**src/rtl/jump_controller_if.sv**
```systemverilog
// Signal bundle between the jump controller and the rest of the game:
// screen/button/platform inputs in, character commands and status out.
interface jump_controller_if;
    logic        game_en;
    logic        btn_left;
    logic        btn_right;
    logic        next_dir;
    logic        landed;
    logic        one_ms_tick;
    logic        jump_left;
    logic        jump_right;
    logic        jump_fail;
    logic        advance;
    logic [13:0] score;
    logic        game_over;
    logic        busy;

    // Controller side: consumes game inputs, drives commands and status.
    modport master (
        input  game_en, btn_left, btn_right, next_dir, landed,
        output one_ms_tick, jump_left, jump_right, jump_fail, advance,
               score, game_over, busy
    );

    // Environment side: drives game inputs, observes commands and status.
    modport slave (
        output game_en, btn_left, btn_right, next_dir, landed,
        input  one_ms_tick, jump_left, jump_right, jump_fail, advance,
               score, game_over, busy
    );
endinterface

```
**src/rtl/jump_controller.sv**
```systemverilog
// Jump controller: free-running 1 ms strobe plus the game FSM that turns
// button presses into jump/fail commands, times out missing landings,
// runs the fall sequence and keeps a saturating score.
module jump_controller #(
    parameter int TICKS_PER_MS    = 40000,
    parameter int JUMP_TIMEOUT_MS = 200,
    parameter int FALL_MS         = 500
) (
    input  logic              clk,
    input  logic              rst,
    jump_controller_if.master bus
);

    localparam int TICK_W = (TICKS_PER_MS > 1) ? $clog2(TICKS_PER_MS) : 1;
    localparam logic [TICK_W-1:0] TICK_LAST = TICK_W'(TICKS_PER_MS - 1);

    // ms_cnt saturates at 1023, so limits above that are clamped to stay reachable.
    localparam int JT_LIM   = (JUMP_TIMEOUT_MS > 1023) ? 1023 : JUMP_TIMEOUT_MS;
    localparam int FALL_LIM = (FALL_MS > 1023) ? 1023 : FALL_MS;
    localparam logic [9:0]  JUMP_LIM  = 10'(JT_LIM);
    localparam logic [9:0]  FALL_END  = 10'(FALL_LIM);
    localparam logic [9:0]  MS_MAX    = 10'h3FF;
    localparam logic [13:0] SCORE_MAX = 14'd9999;

    typedef enum logic [2:0] {
        S_WAIT,
        S_READY,
        S_JUMP,
        S_FALL,
        S_OVER
    } state_t;

    function automatic logic [9:0] ms_sat_inc(input logic [9:0] v);
        return (v == MS_MAX) ? v : v + 10'd1;
    endfunction

    function automatic logic [13:0] score_sat_inc(input logic [13:0] v);
        return (v >= SCORE_MAX) ? SCORE_MAX : v + 14'd1;
    endfunction

    logic [TICK_W-1:0] tick_cnt;
    logic [TICK_W-1:0] tick_cnt_nxt;
    logic              tick_r;

    state_t      state;
    state_t      state_nxt;
    logic [9:0]  ms_cnt;
    logic [9:0]  ms_nxt;
    logic [9:0]  ms_inc;
    logic [13:0] score_r;
    logic [13:0] score_nxt;
    logic        jl_r, jr_r, jf_r, adv_r, over_r, busy_r;
    logic        jl_nxt, jr_nxt, jf_nxt, adv_nxt, over_nxt, busy_nxt;
    logic        btn_one;
    logic        btn_match;

    // Next value of the ms prescaler: wraps after TICKS_PER_MS-1.
    always_comb begin
        tick_cnt_nxt = (tick_cnt == TICK_LAST) ? '0 : tick_cnt + TICK_W'(1);
    end

    // Prescaler and registered strobe, high exactly while the count is at its last value.
    always_ff @(posedge clk or posedge rst) begin
        if (rst) begin
            tick_cnt <= '0;
            tick_r   <= 1'b0;
        end else begin
            tick_cnt <= tick_cnt_nxt;
            tick_r   <= (tick_cnt_nxt == TICK_LAST);
        end
    end

    // Game FSM next-state and next-output decode; game_en low always wins.
    always_comb begin
        state_nxt = state;
        ms_nxt    = ms_cnt;
        score_nxt = score_r;
        jl_nxt    = 1'b0;
        jr_nxt    = 1'b0;
        jf_nxt    = 1'b0;
        adv_nxt   = 1'b0;
        btn_one   = bus.btn_left ^ bus.btn_right;
        btn_match = (bus.btn_right & bus.next_dir) | (bus.btn_left & ~bus.next_dir);
        ms_inc    = ms_sat_inc(ms_cnt);

        case (state)
            S_WAIT: begin
                if (bus.game_en) begin
                    score_nxt = '0;
                    ms_nxt    = '0;
                    state_nxt = S_READY;
                end
            end
            S_READY: begin
                if (!bus.game_en) begin
                    state_nxt = S_WAIT;
                end else if (btn_one) begin
                    ms_nxt = '0;
                    if (btn_match) begin
                        jl_nxt    = bus.btn_left;
                        jr_nxt    = bus.btn_right;
                        state_nxt = S_JUMP;
                    end else begin
                        jf_nxt    = 1'b1;
                        state_nxt = S_FALL;
                    end
                end
            end
            S_JUMP: begin
                if (!bus.game_en) begin
                    state_nxt = S_WAIT;
                end else if (bus.landed) begin
                    // A landing in the same cycle as the timeout tick still counts.
                    score_nxt = score_sat_inc(score_r);
                    adv_nxt   = 1'b1;
                    state_nxt = S_READY;
                end else if (tick_r) begin
                    if (ms_inc >= JUMP_LIM) begin
                        jf_nxt    = 1'b1;
                        ms_nxt    = '0;
                        state_nxt = S_FALL;
                    end else begin
                        ms_nxt = ms_inc;
                    end
                end
            end
            S_FALL: begin
                if (!bus.game_en) begin
                    state_nxt = S_WAIT;
                end else if (tick_r) begin
                    ms_nxt = ms_inc;
                    if (ms_inc >= FALL_END) begin
                        state_nxt = S_OVER;
                    end
                end
            end
            S_OVER: begin
                if (!bus.game_en) begin
                    state_nxt = S_WAIT;
                end
            end
            default: begin
                state_nxt = S_WAIT;
            end
        endcase

        over_nxt = (state_nxt == S_OVER);
        busy_nxt = (state_nxt == S_JUMP) || (state_nxt == S_FALL);
    end

    // FSM state, counters and registered outputs; reset clears everything at once.
    always_ff @(posedge clk or posedge rst) begin
        if (rst) begin
            state   <= S_WAIT;
            ms_cnt  <= '0;
            score_r <= '0;
            jl_r    <= 1'b0;
            jr_r    <= 1'b0;
            jf_r    <= 1'b0;
            adv_r   <= 1'b0;
            over_r  <= 1'b0;
            busy_r  <= 1'b0;
        end else begin
            state   <= state_nxt;
            ms_cnt  <= ms_nxt;
            score_r <= score_nxt;
            jl_r    <= jl_nxt;
            jr_r    <= jr_nxt;
            jf_r    <= jf_nxt;
            adv_r   <= adv_nxt;
            over_r  <= over_nxt;
            busy_r  <= busy_nxt;
        end
    end

    assign bus.one_ms_tick = tick_r;
    assign bus.jump_left   = jl_r;
    assign bus.jump_right  = jr_r;
    assign bus.jump_fail   = jf_r;
    assign bus.advance     = adv_r;
    assign bus.score       = score_r;
    assign bus.game_over   = over_r;
    assign bus.busy        = busy_r;

endmodule

```
**src/flat_wrapper.sv**
```systemverilog
// flat-port wrapper written by rule: the top's interface ports become plain ports
module jump_controller_flat 
#(
    parameter int TICKS_PER_MS    = 40000,
    parameter int JUMP_TIMEOUT_MS = 200,
    parameter int FALL_MS         = 500
)
  (clk, rst, bus_game_en, bus_btn_left, bus_btn_right, bus_next_dir, bus_landed, bus_one_ms_tick, bus_jump_left, bus_jump_right, bus_jump_fail, bus_advance, bus_score, bus_game_over, bus_busy);
  jump_controller_if bus_i ();
  input  logic clk;
  input  logic rst;
  input wire logic [$bits(bus_i.game_en)-1:0] bus_game_en;
  input wire logic [$bits(bus_i.btn_left)-1:0] bus_btn_left;
  input wire logic [$bits(bus_i.btn_right)-1:0] bus_btn_right;
  input wire logic [$bits(bus_i.next_dir)-1:0] bus_next_dir;
  input wire logic [$bits(bus_i.landed)-1:0] bus_landed;
  output wire logic [$bits(bus_i.one_ms_tick)-1:0] bus_one_ms_tick;
  output wire logic [$bits(bus_i.jump_left)-1:0] bus_jump_left;
  output wire logic [$bits(bus_i.jump_right)-1:0] bus_jump_right;
  output wire logic [$bits(bus_i.jump_fail)-1:0] bus_jump_fail;
  output wire logic [$bits(bus_i.advance)-1:0] bus_advance;
  output wire logic [$bits(bus_i.score)-1:0] bus_score;
  output wire logic [$bits(bus_i.game_over)-1:0] bus_game_over;
  output wire logic [$bits(bus_i.busy)-1:0] bus_busy;
  assign bus_i.game_en = bus_game_en;
  assign bus_i.btn_left = bus_btn_left;
  assign bus_i.btn_right = bus_btn_right;
  assign bus_i.next_dir = bus_next_dir;
  assign bus_i.landed = bus_landed;
  assign bus_one_ms_tick = bus_i.one_ms_tick;
  assign bus_jump_left = bus_i.jump_left;
  assign bus_jump_right = bus_i.jump_right;
  assign bus_jump_fail = bus_i.jump_fail;
  assign bus_advance = bus_i.advance;
  assign bus_score = bus_i.score;
  assign bus_game_over = bus_i.game_over;
  assign bus_busy = bus_i.busy;
  jump_controller #(.TICKS_PER_MS(TICKS_PER_MS), .JUMP_TIMEOUT_MS(JUMP_TIMEOUT_MS), .FALL_MS(FALL_MS)) u_core (.clk(clk), .rst(rst), .bus(bus_i));
endmodule
```
**config.mk**
```make
export PLATFORM = sky130hd
export DESIGN_NAME = jump_controller_flat
export DESIGN_NICKNAME = d
export VERILOG_FILES = /design/src/rtl/jump_controller_if.sv /design/src/rtl/jump_controller.sv /design/src/flat_wrapper.sv
export SDC_FILE = /design/constraint.sdc
export NUM_CORES = 1
export LEC_CHECK = 0
export ABC_AREA = 1
export BUFFER_PORTS_ARGS = -buffer_cell sky130_fd_sc_hd__buf_2
export CORE_ASPECT_RATIO = 0.7
export CORE_UTILIZATION = 60
export CTS_BUF_LIST = sky130_fd_sc_hd__clkbuf_4 sky130_fd_sc_hd__clkbuf_8
export DETAILED_ROUTE_END_ITERATION = 8
export PLACE_DENSITY = 0.81
export SLEW_MARGIN = 30
export SYNTH_ARGS = -nofsm -noshare
export SYNTH_HDL_FRONTEND = slang
export SYNTH_SLANG_ARGS = --single-unit
```
**constraint.sdc**
```tcl
create_clock -name clk -period 2.15 [get_ports clk]
set_clock_uncertainty 0.2 [all_clocks]
set_input_delay 0.43 -clock clk [delete_from_list [all_inputs] [get_ports clk]]
set_output_delay 0.43 -clock clk [all_outputs]
set_load 0.05 [all_outputs]
```
# Word-level counts from Yosys, hierarchy flattened
# Index checks and enable logic that the tools add are counted.
dict set report totals {
  regBits 50
  output_inout_bits 21
}
dict set report classes {
  n_mux 49
  addsub 3
  bitwise_logic 5
  n_reduce_logical 6
  magnitude_cmp 3
  n_eq_ne 19
}
# cell count
set ops {}
lappend ops {{10-bit two-way mux} 10}
lappend ops {{14-bit two-way mux} 4}
lappend ops {{10-bit case mux with 4 select lines} 1}
lappend ops {{3-bit two-way mux} 11}
lappend ops {{16-bit equality test (second input constant)} 2}
lappend ops {{14-bit case mux with 2 select lines} 1}
lappend ops {{1-bit two-way mux} 19}
lappend ops {{16-bit by 1-bit adder with 16-bit output (second input constant)} 1}
lappend ops {{16-bit two-way mux} 1}
lappend ops {{3-bit case mux with 5 select lines} 1}
lappend ops {{14-bit by 1-bit adder with 14-bit output (second input constant)} 1}
lappend ops {{14-bit greater-or-equal comparator (second input constant)} 1}
lappend ops {{3-bit by 2-bit equality test with 1-bit output (second input constant)} 4}
lappend ops {{2-bit != test (second input constant)} 6}
lappend ops {{10-bit by 1-bit adder with 10-bit output (second input constant)} 1}
lappend ops {{10-bit equality test (second input constant)} 1}
lappend ops {{10-bit by 8-bit greater-or-equal comparator with 1-bit output (second input constant)} 1}
lappend ops {{10-bit by 9-bit greater-or-equal comparator with 1-bit output (second input constant)} 1}
lappend ops {{9-bit AND reduction} 1}
lappend ops {{3-bit equality test (second input constant)} 2}
lappend ops {{2-bit by 1-bit != test with 1-bit output (second input constant)} 3}
lappend ops {{4-bit AND reduction} 1}
lappend ops {{4-bit nonzero test} 1}
lappend ops {{3-bit by 1-bit equality test with 1-bit output (second input constant)} 1}
lappend ops {{other kinds (8)} 9}

# Logic depth before layout (Yosys ltp)
# Gate-level depths: netlist (run 1).
dict set report depth {
  word_depth 10
  depth_mapped 13
}

# Worst setup path after synthesis (run 1)
# OpenSTA, ideal clock, no wires.
dict set report synth_path {
  path_type {reg-to-reg}
  from {reg u_core.score_r[2], in the netlist u_core.bus.score[2]}
  to {reg u_core.score_r[9], in the netlist u_core.bus.score[9]}
  stages_incl_launch_ff 10
  t_required_ns 1.827
  path_buffers 0
  slack_ns 0.061
  arrival_time_ns 1.766
  setup_time_ns 0.123
  path_cell_list {dfrtp_1 -> inv_1 -> nor3_1 -> nand3_1 -> nor2_1 -> nand3_1 -> nand2_1 -> nand2_1 -> o21ai_0 -> nand2_1}
}
dict set report synth_between {
  elab_chain_len 5
  elab_cells_between_ends 6
  classes_between {add/sub: 1; order compare: 1; mux: 4}
}
# element line_no
set synth_lines {}
lappend synth_lines {{start, declared} jump_controller.sv:50} ;# logic [13:0] score_r;
lappend synth_lines {{start signal, assigned} jump_controller.sv:166} ;# score_r <= score_nxt;
lappend synth_lines {{14-bit by 1-bit adder with 14-bit output / 14-bit greater-or-equal comparator (equally long branches)} jump_controller.sv:38} ;# return (v >= SCORE_MAX) ? SCORE_MAX : v + 14'd1;
lappend synth_lines {{14-bit two-way mux (*)} jump_controller.sv:38}
lappend synth_lines {{14-bit two-way mux (*)} jump_controller.sv:112} ;# end else if (bus.landed) begin
lappend synth_lines {{14-bit two-way mux (*)} jump_controller.sv:110} ;# if (!bus.game_en) begin
lappend synth_lines {{14-bit case mux with 2 select lines (*)} jump_controller.sv:86} ;# case (state)
# Every way passes the cells marked *; elsewhere a longest branch is shown, timed or not. The select of a mux whose other input is x is not followed.
# A chain may end at the register's enable or synchronous reset.

# Final worst setup path (run 1)
dict set report layout_path {
  from {reg u_core.state[1]}
  to {reg u_core.score_r[7], in the netlist u_core.bus.score[7]}
}
dict set report layout_between {
  elab_chain_len 3
  elab_cells_between_ends 8
  classes_between {eq/ne: 4; mux: 1; reduce/logical: 3}
}
# element line_no
set layout_lines {}
lappend layout_lines {{start, declared} jump_controller.sv:45} ;# state_t state;
lappend layout_lines {{start signal, assigned} jump_controller.sv:164} ;# state <= state_nxt;
lappend layout_lines {{3-bit by 2-bit equality test with 1-bit output / 3-bit logical NOT (equally long branches)} jump_controller.sv:86}
lappend layout_lines {{2-bit != test (no line) / 2-bit nonzero test (equally long branches)} -}
lappend layout_lines {{4-bit AND reduction (no line)} -}
# Several ways; a longest one is shown, not always the timed one.

==> results of run 1 <==
==> through the flow <==
stage,instances,utilization
detailed placement,481,0.7045
CTS,490,0.7310
finish,492,0.7483
global route,492,0.7483
global placement,481,0.7045
floorplan,392,-
==> area by class of cell <==
type / instances / area [sq um] / area share
flip-flops and latches: 50 / 1254 / 0.3740
well taps: 55 / 68.82 / 0.02053
multi-input cells: 275 / 1440 / 0.4296
inverters: 66 / 247.7 / 0.07391
repair buffers: 38 / 232.7 / 0.06943
clock inverters: 3 / 40.04 / 0.01194
clock buffers: 5 / 68.82 / 0.02053
==> worst register-to-register path, cell delays in order (launching register included) <==
cell and delay (ps):
dfrtp_1 410, inv_1 130, nor2_4 140, nand2_2 120, inv_2 120, nand2_2 90, nor2_4 190, nor2_4 90
inv_2 150, o21ai_0 170, nand2_1 90, nor2_1 40
==> timing repair <==
item	4_1_cts	5_1_grt
hold buffers	1	0
setup buffers	0	2
gates resized for setup	0	17
endpoints found under the setup margin	0	17
endpoints found under the hold margin	15	0
==> kinds of logic (layout without fill, tap and decap cells) <==
family          count (synthesis)  after routing  share of synthesized area
compound gates                 49             49                    0.09394
xor+xnor                       10             10                    0.03031
fa+ha+maj                       4              4                    0.01732
buf+inv                        67            112                    0.08961
simple gates                  212            212                     0.3359
flops                          50             50                     0.4329
==> per-layer routing <==
layer	track usage	share of wire	up-vias
met5	0	0	-
met4	0.05085	0.0054	0
met3	0.06215	0.072	6
met2	0.3986	0.42	86
met1	0.4055	0.51	1263
li1	-	-	1368
==> where the power goes <==
group	internal, W	switching [W]
registers	0.000985	0.0000380
logic	0.000170	0.000345
clock network	0.000343	0.000321
total	0.00150	0.000704
==> layout by cell type (no fill, tap or decap), drive strengths merged <==
| master | synthesis | layout |
|---|---|---|
| xor2 | 8 | 8 |
| dfrtp | 50 | 50 |
| a311oi | 1 | 1 |
| inv | 66 | 66 |
| nor2 | 50 | 50 |
| a31oi | 1 | 1 |
| clkinv | 0 | 2 |
| dlygate4sd3 | 0 | 1 |
| o32ai | 1 | 1 |
| nor4 | 4 | 4 |
| a21oi | 14 | 14 |
| bufinv | 0 | 1 |
| xnor2 | 2 | 2 |
| nor3 | 9 | 9 |
| o211ai | 1 | 1 |
| o22ai | 9 | 9 |
| nand3 | 38 | 38 |
| ha | 4 | 4 |
| nand2 | 93 | 93 |
| or2 | 3 | 3 |
| o21ai | 21 | 21 |
| nand3b | 1 | 1 |
| buf | 1 | 37 |
| nand4 | 14 | 14 |
| clkbuf | 0 | 5 |
| a31o | 1 | 1 |
==> worst max path at each step <==
stage	start	endpoint	slack [ps]	cells after the start
2_1_floorplan	u_core.bus.score[2]$_DFFE_PP0P_	u_core.bus.score[9]$_DFFE_PP0P_	60	9
3_3_place_gp	u_core.ms_cnt[0]$_DFFE_PP0P_	u_core.ms_cnt[5]$_DFFE_PP0P_	120	12
3_5_place_dp	u_core.ms_cnt[0]$_DFFE_PP0P_	u_core.ms_cnt[1]$_DFFE_PP0P_	50	12
4_1_cts	u_core.ms_cnt[0]$_DFFE_PP0P_	u_core.ms_cnt[1]$_DFFE_PP0P_	10	12
5_1_grt	u_core.ms_cnt[1]$_DFFE_PP0P_	u_core.state[0]$_DFF_PP0_	-0.8	12
6_report	u_core.state[1]$_DFF_PP0_	u_core.bus.score[7]$_DFFE_PP0P_	90	11
==> registers in the layout, summed over array words and instances (netlist names) <==
signal and count:
u_core.tick_cnt 16, u_core.bus.score 14, u_core.ms_cnt 10, u_core.state 3, u_core.bus.advance 1, u_core.bus.busy 1, u_core.bus.game_over 1, u_core.bus.jump_fail 1
u_core.bus.jump_left 1, u_core.bus.jump_right 1, u_core.bus.one_ms_tick 1
==> metrics.yaml, run 1 <==
crit_fanout: 9
cts.sinks: 50
r2r_end: "u_core.bus.score[7]$_DFFE_PP0P_"
synthArstFlopShare: 1.000
fmax_ghz: 0.4852
max-vdd-ir-drop_uv: 421.2
maxSlewViolCount: 0
io_pins: 28
period_share: 0.9587
port_buffers: 27
synth_common_cells: "nand2_1 (89), inv_1 (63), dfrtp_1 (50)"
synth_seq_cells: 50
dp_hpwl_um: 4824
hold_viol_final: 0
die_h_um: 60.07
ant_nets: 0
max_slew_margin: 0.7136
cp-start-kind: "flop"
grt_max_degree: 36
clock_latency_ps: 310
synth_area_leaders: "dfrtp_1 (43%), nand2_1 (12%), inv_1 (8.2%), nand3_1 (6.6%), nor2_1 (5.7%)"
drive_gt1_frac: 0.1670
grt_usage: 0.2692
synthFlopType: "dfrtp_1"
crit_path_frequent_cell: "nor2_4"
dr.pass1.iters: 7
yosysWarnings: 0
yosysSeqAreaShare: 0.4329
fillers: 330
cts.clk_slew.worst_paths_ps: 90
gp_congestion: 0.9250
slowest_delay_ps: 410
setup_slack_ps: 88.84
min_period_ps: 2061
yosysTopAreaCell: "dfrtp_1"
grt_pass1_vias: 2278
fin_setup_tns_ps: 0
status: "complete, but fails checks"
total_power_w: 0.002201
hold_ws_ps: 111.8
hold_path_depth: 2
end_kind: "flop"
dieArea_sq_um: 5103
num_antenna_cells: 0
vias_per_cell: 5.535
cp_top_family: "simple AND/OR/NAND/NOR gates"
placed_area_sq_um: 3156
rows: 20
hold-path-endpoint: "u_core.bus.jump_left$_DFF_PP0_"
htree_levels: 2
r2r_slack_ps: 90
critPathKind: "reg2reg"
clk_path_buf_depth: 2
crit_buf_inv: 3
worst_pin_slew_ps: 426.3
core-area_sq_um: 4479
post-place-ws_ps: 51.35
violations: "design-rule violations"
design_area_sq_um: 3352
drc: 3
worstHoldStart: "bus_btn_right"
regToRegStartpoint: "u_core.state[1]$_DFF_PP0_"
cts_tree: "built"
vias: 2723
cellLeakagePower_nw: 1.757
die_width_um: 84.96
yosysUniqueCellTypes: 29
final-setup-viol-count: 0
rr_worst_depth: 11
crit_chain: "inv_1 > nor2_4 > nand2_2 > inv_2 > nand2_2 > nor2_4 > nor2_4 > inv_2 > o21ai_0 > nand2_1 > nor2_1"
clock-root-buffer: "clkbuf_8"
start_util: 0.6453
gr-total-overflow: 0
area_delta_synth_final_pct: 15.97
grt_pass1_wl_um: 10420
p_per_area_nw_per_um2: 656.8
syn_inst: 392
drt_iter0_markers: 238
yosysMostFrequentCell: "nand2_1"
hold_class: "in2reg"
cp_data_arrival_time_ps: 2070
syn_avg_cell_area_sq_um: 7.373
wl_um: 6621
antenna_found_initial: 0
syn_area_sq_um: 2890
synth_top_area_share: 0.4329
syn_nets: 403
nets: 447
cp_data_required_time_ps: 2160
wire_per_inst_um: 13.46
cap_violations: 0
crit_slowest_cell: "dfrtp_1"
synth_edf_count: 0
cts_buffers: 5
Power figures use the tool's default switching activity.
==> inputs of run 2 (changes only) <==
--- a/config.mk
+++ b/config.mk
@@ -9,8 +9,7 @@
 export BUFFER_PORTS_ARGS = -buffer_cell sky130_fd_sc_hd__buf_2
 export CORE_ASPECT_RATIO = 0.7
-export CORE_UTILIZATION = 60
-export CTS_BUF_LIST = sky130_fd_sc_hd__clkbuf_4 sky130_fd_sc_hd__clkbuf_8
+export CORE_UTILIZATION = 59
 export DETAILED_ROUTE_END_ITERATION = 8
-export PLACE_DENSITY = 0.81
+export PLACE_DENSITY = 0.8
 export SLEW_MARGIN = 30
 export SYNTH_ARGS = -nofsm -noshare
--- a/constraint.sdc
+++ b/constraint.sdc
@@ -3,3 +3,3 @@
 set_input_delay 0.43 -clock clk [delete_from_list [all_inputs] [get_ports clk]]
 set_output_delay 0.43 -clock clk [all_outputs]
-set_load 0.05 [all_outputs]
+set_load 0.01 [all_outputs]
==> run 2 against run 1 <==
The run now ends clean. Sequential cell count unchanged. First-iteration DRC count rose by 32%. Largest power group unchanged. Final area up 2.0%. Critical path depth increased by 2. Cell count grew 2.4%. Sequential share of layout area decreased by 0.78 points. Power decreased by 0.71%. Clock power barely moved. Global-route usage rose by 1.3 points.
==> metrics.yaml, run 2 (synthesized netlist as in run 1, its figures left out) <==
crit_fanout: 3  # -6
core-area_sq_um: 4529  # +1.1%
cap_violations: 0  # unchanged
largest_register_ffs: 16  # unchanged
nets: 448  # +0.22%
max-vdd-ir-drop_uv: 407.5  # -3.2%
final-setup-viol-count: 0  # unchanged
maxSlewViolCount: 0  # unchanged
antenna_found_initial: 0  # unchanged
cp_data_arrival_time_ps: 2090  # +20 ps
placed_area_sq_um: 3167  # +0.36%
area_delta_synth_final_pct: 18.31
start_util: 0.6381  # -0.007130
ant_nets: 0  # unchanged
dieArea_sq_um: 5187  # +1.6%
drc: 0  # -3
drt_iter0_markers: 315  # +32%
hold_ws_ps: 109.9  # -1.976 ps
port_buffers: 27  # unchanged
dp_cells: 490  # +1.9%
cp-start-kind: "flop"
grt_pass1_wl_um: 11270  # +8.2%
fmax_ghz: 0.4789  # -1.3%
status: "complete, no violations"
clock-root-buffer: "clkbuf_8"
clock_latency_ps: 310  # about the same
die_width_um: 85.66  # +0.82%
top_register: "u_core.tick_cnt"
worst_pin_slew_ps: 463.4  # +37.09 ps
critPathLaunch: "u_core.ms_cnt[0]$_DFFE_PP0P_"
max_slew_margin: 0.6882  # -0.02544
gr-total-overflow: 0  # unchanged
regToRegStartpoint: "u_core.ms_cnt[0]$_DFFE_PP0P_"
hold_class: "in2reg"
grt_usage: 0.2822  # +0.01308
ff_latch_area_sq_um: 1252  # about the same
multi_input_area_sq_um: 1471  # +2.2%
vias: 2864  # +5.2%
htree_levels: 2  # unchanged
fillers: 340  # +3.0%
final_common_cell: "nand2_1"
die_h_um: 60.56  # +0.82%
num_antenna_cells: 0  # unchanged
fin_cells: 504  # +2.4%
cellLeakagePower_nw: 1.772  # +0.89%
vias_per_cell: 5.683  # +2.7%
clk_path_buf_depth: 2  # unchanged
p_per_area_nw_per_um2: 639.2  # -2.7%
hold_viol_final: 0  # unchanged
grt_max_degree: 37  # +2.8%
gp_congestion: 0.9525  # +3.0%
design_area_sq_um: 3420  # +2.0%
cts.clk_slew.worst_paths_ps: 90  # about the same
wl_um: 7280  # +10%
dr.pass1.iters: 5  # -2
critPathKind: "reg2reg"
worstHoldStart: "bus_btn_left"
min_period_ps: 2088  # +26.78 ps
drive_gt1_frac: 0.1826  # +0.01560
io_pins: 28  # unchanged
period_share: 0.9711  # +0.01246
dp_hpwl_um: 5217  # +8.2%
wire_per_inst_um: 14.44  # +7.3%
cts.sinks: 50  # unchanged
layout_common_cells: "nand2_1 (85), inv_1 (62), dfrtp_1 (49)"
grt_pass1_vias: 2394  # +5.1%
cp_data_required_time_ps: 2150  # about the same
cts_buffers: 5  # unchanged
rows: 20  # unchanged
cts_tree: "built"
end_kind: "flop"
==> run 2: changes by cell type in the layout (fill, tap and decap cells not counted), moves of 2 or more <==
cell     before  now
nand2_1      88   85
nand2_2       3    6
nand3_1      35   33
nand3_2       2    4
o21ai_0      16   18
o21ai_1       5    3
==> run 2: critical path, cell delays in order (launching register included) <==
cell and delay (ps):
dfrtp_1 440, ha_4 180, nand3_4 90, nor2_4 150
buf_6 120, nand3_1 90, nand2_2 110, nand3_2 70
nor2_2 130, nand3_2 90, nand2_2 90, nand2_2 50
nand2_2 90, nand3_1 70
==> run 2: path summary, 6_finish.rpt <==
kind,end,cells past startpoint,slack [ps]
max,u_core.state[1]$_DFF_PP0_,13,60
min,u_core.bus.jump_right$_DFF_PP0_,2,110
max reg2reg,u_core.state[1]$_DFF_PP0_,13,60
min reg2reg,u_core.tick_cnt[0]$_DFF_PP0_,1,330
max in group asynchronous,u_core.ms_cnt[2]$_DFFE_PP0P_,4,790
min in group asynchronous,u_core.tick_cnt[4]$_DFF_PP0_,3,440
==> run 2: cell type report <==
cell class / count / share of cell area
Multi-Input combinational cell: 275 / 0.4303
Clock inverter: 3 / 0.01171
Sequential cell: 50 / 0.3663
Tap cell: 66 / 0.02415
Timing Repair Buffer: 39 / 0.07501
Inverter: 66 / 0.07245
Clock buffer: 5 / 0.02012
==> run 2: through the flow <==
stage / total power [W] / TNS [ps] / utilization / setup slack, ps
floorplan: 0.001330 / 0 / - / 288.2
finish: 0.002186 / 0 / 0.7550 / 62.06
global placement: 0.001479 / 0 / 0.6992 / 147.2
CTS: 0.002139 / 0 / 0.7293 / 5.590
global route: 0.002265 / -369.1 / 0.7550 / -96.35
detailed placement: 0.001489 / 0 / 0.6992 / 4.857
==> run 2: where the power goes <==
part | switching [W] | internal (W)
clock | 0.000321 | 0.000343
sequential | 0.0000395 | 0.000984
combinational | 0.000321 | 0.000178
==> run 2: timing repair <==
| item | in CTS | in global routing |
|---|---|---|
| gates resized for setup | 2 | 20 |
| endpoints found under the hold margin | 14 | 0 |
| setup buffers | 1 | 4 |
| endpoints found under the setup margin | 1 | 20 |
| hold buffers | 1 | 0 |
| pin swaps | 1 | 8 |
==> run 2: layer usage <==
| metal | track usage | routed length [um] | up-vias |
|---|---|---|---|
| li1 | - | - | 1369 |
| met1 | 0.4390 | 3507 | 1348 |
| met2 | 0.4057 | 3085 | 138 |
| met3 | 0.04762 | 623 | 9 |
| met4 | 0.08095 | 64 | 0 |
| met5 | 0 | 0 | - |
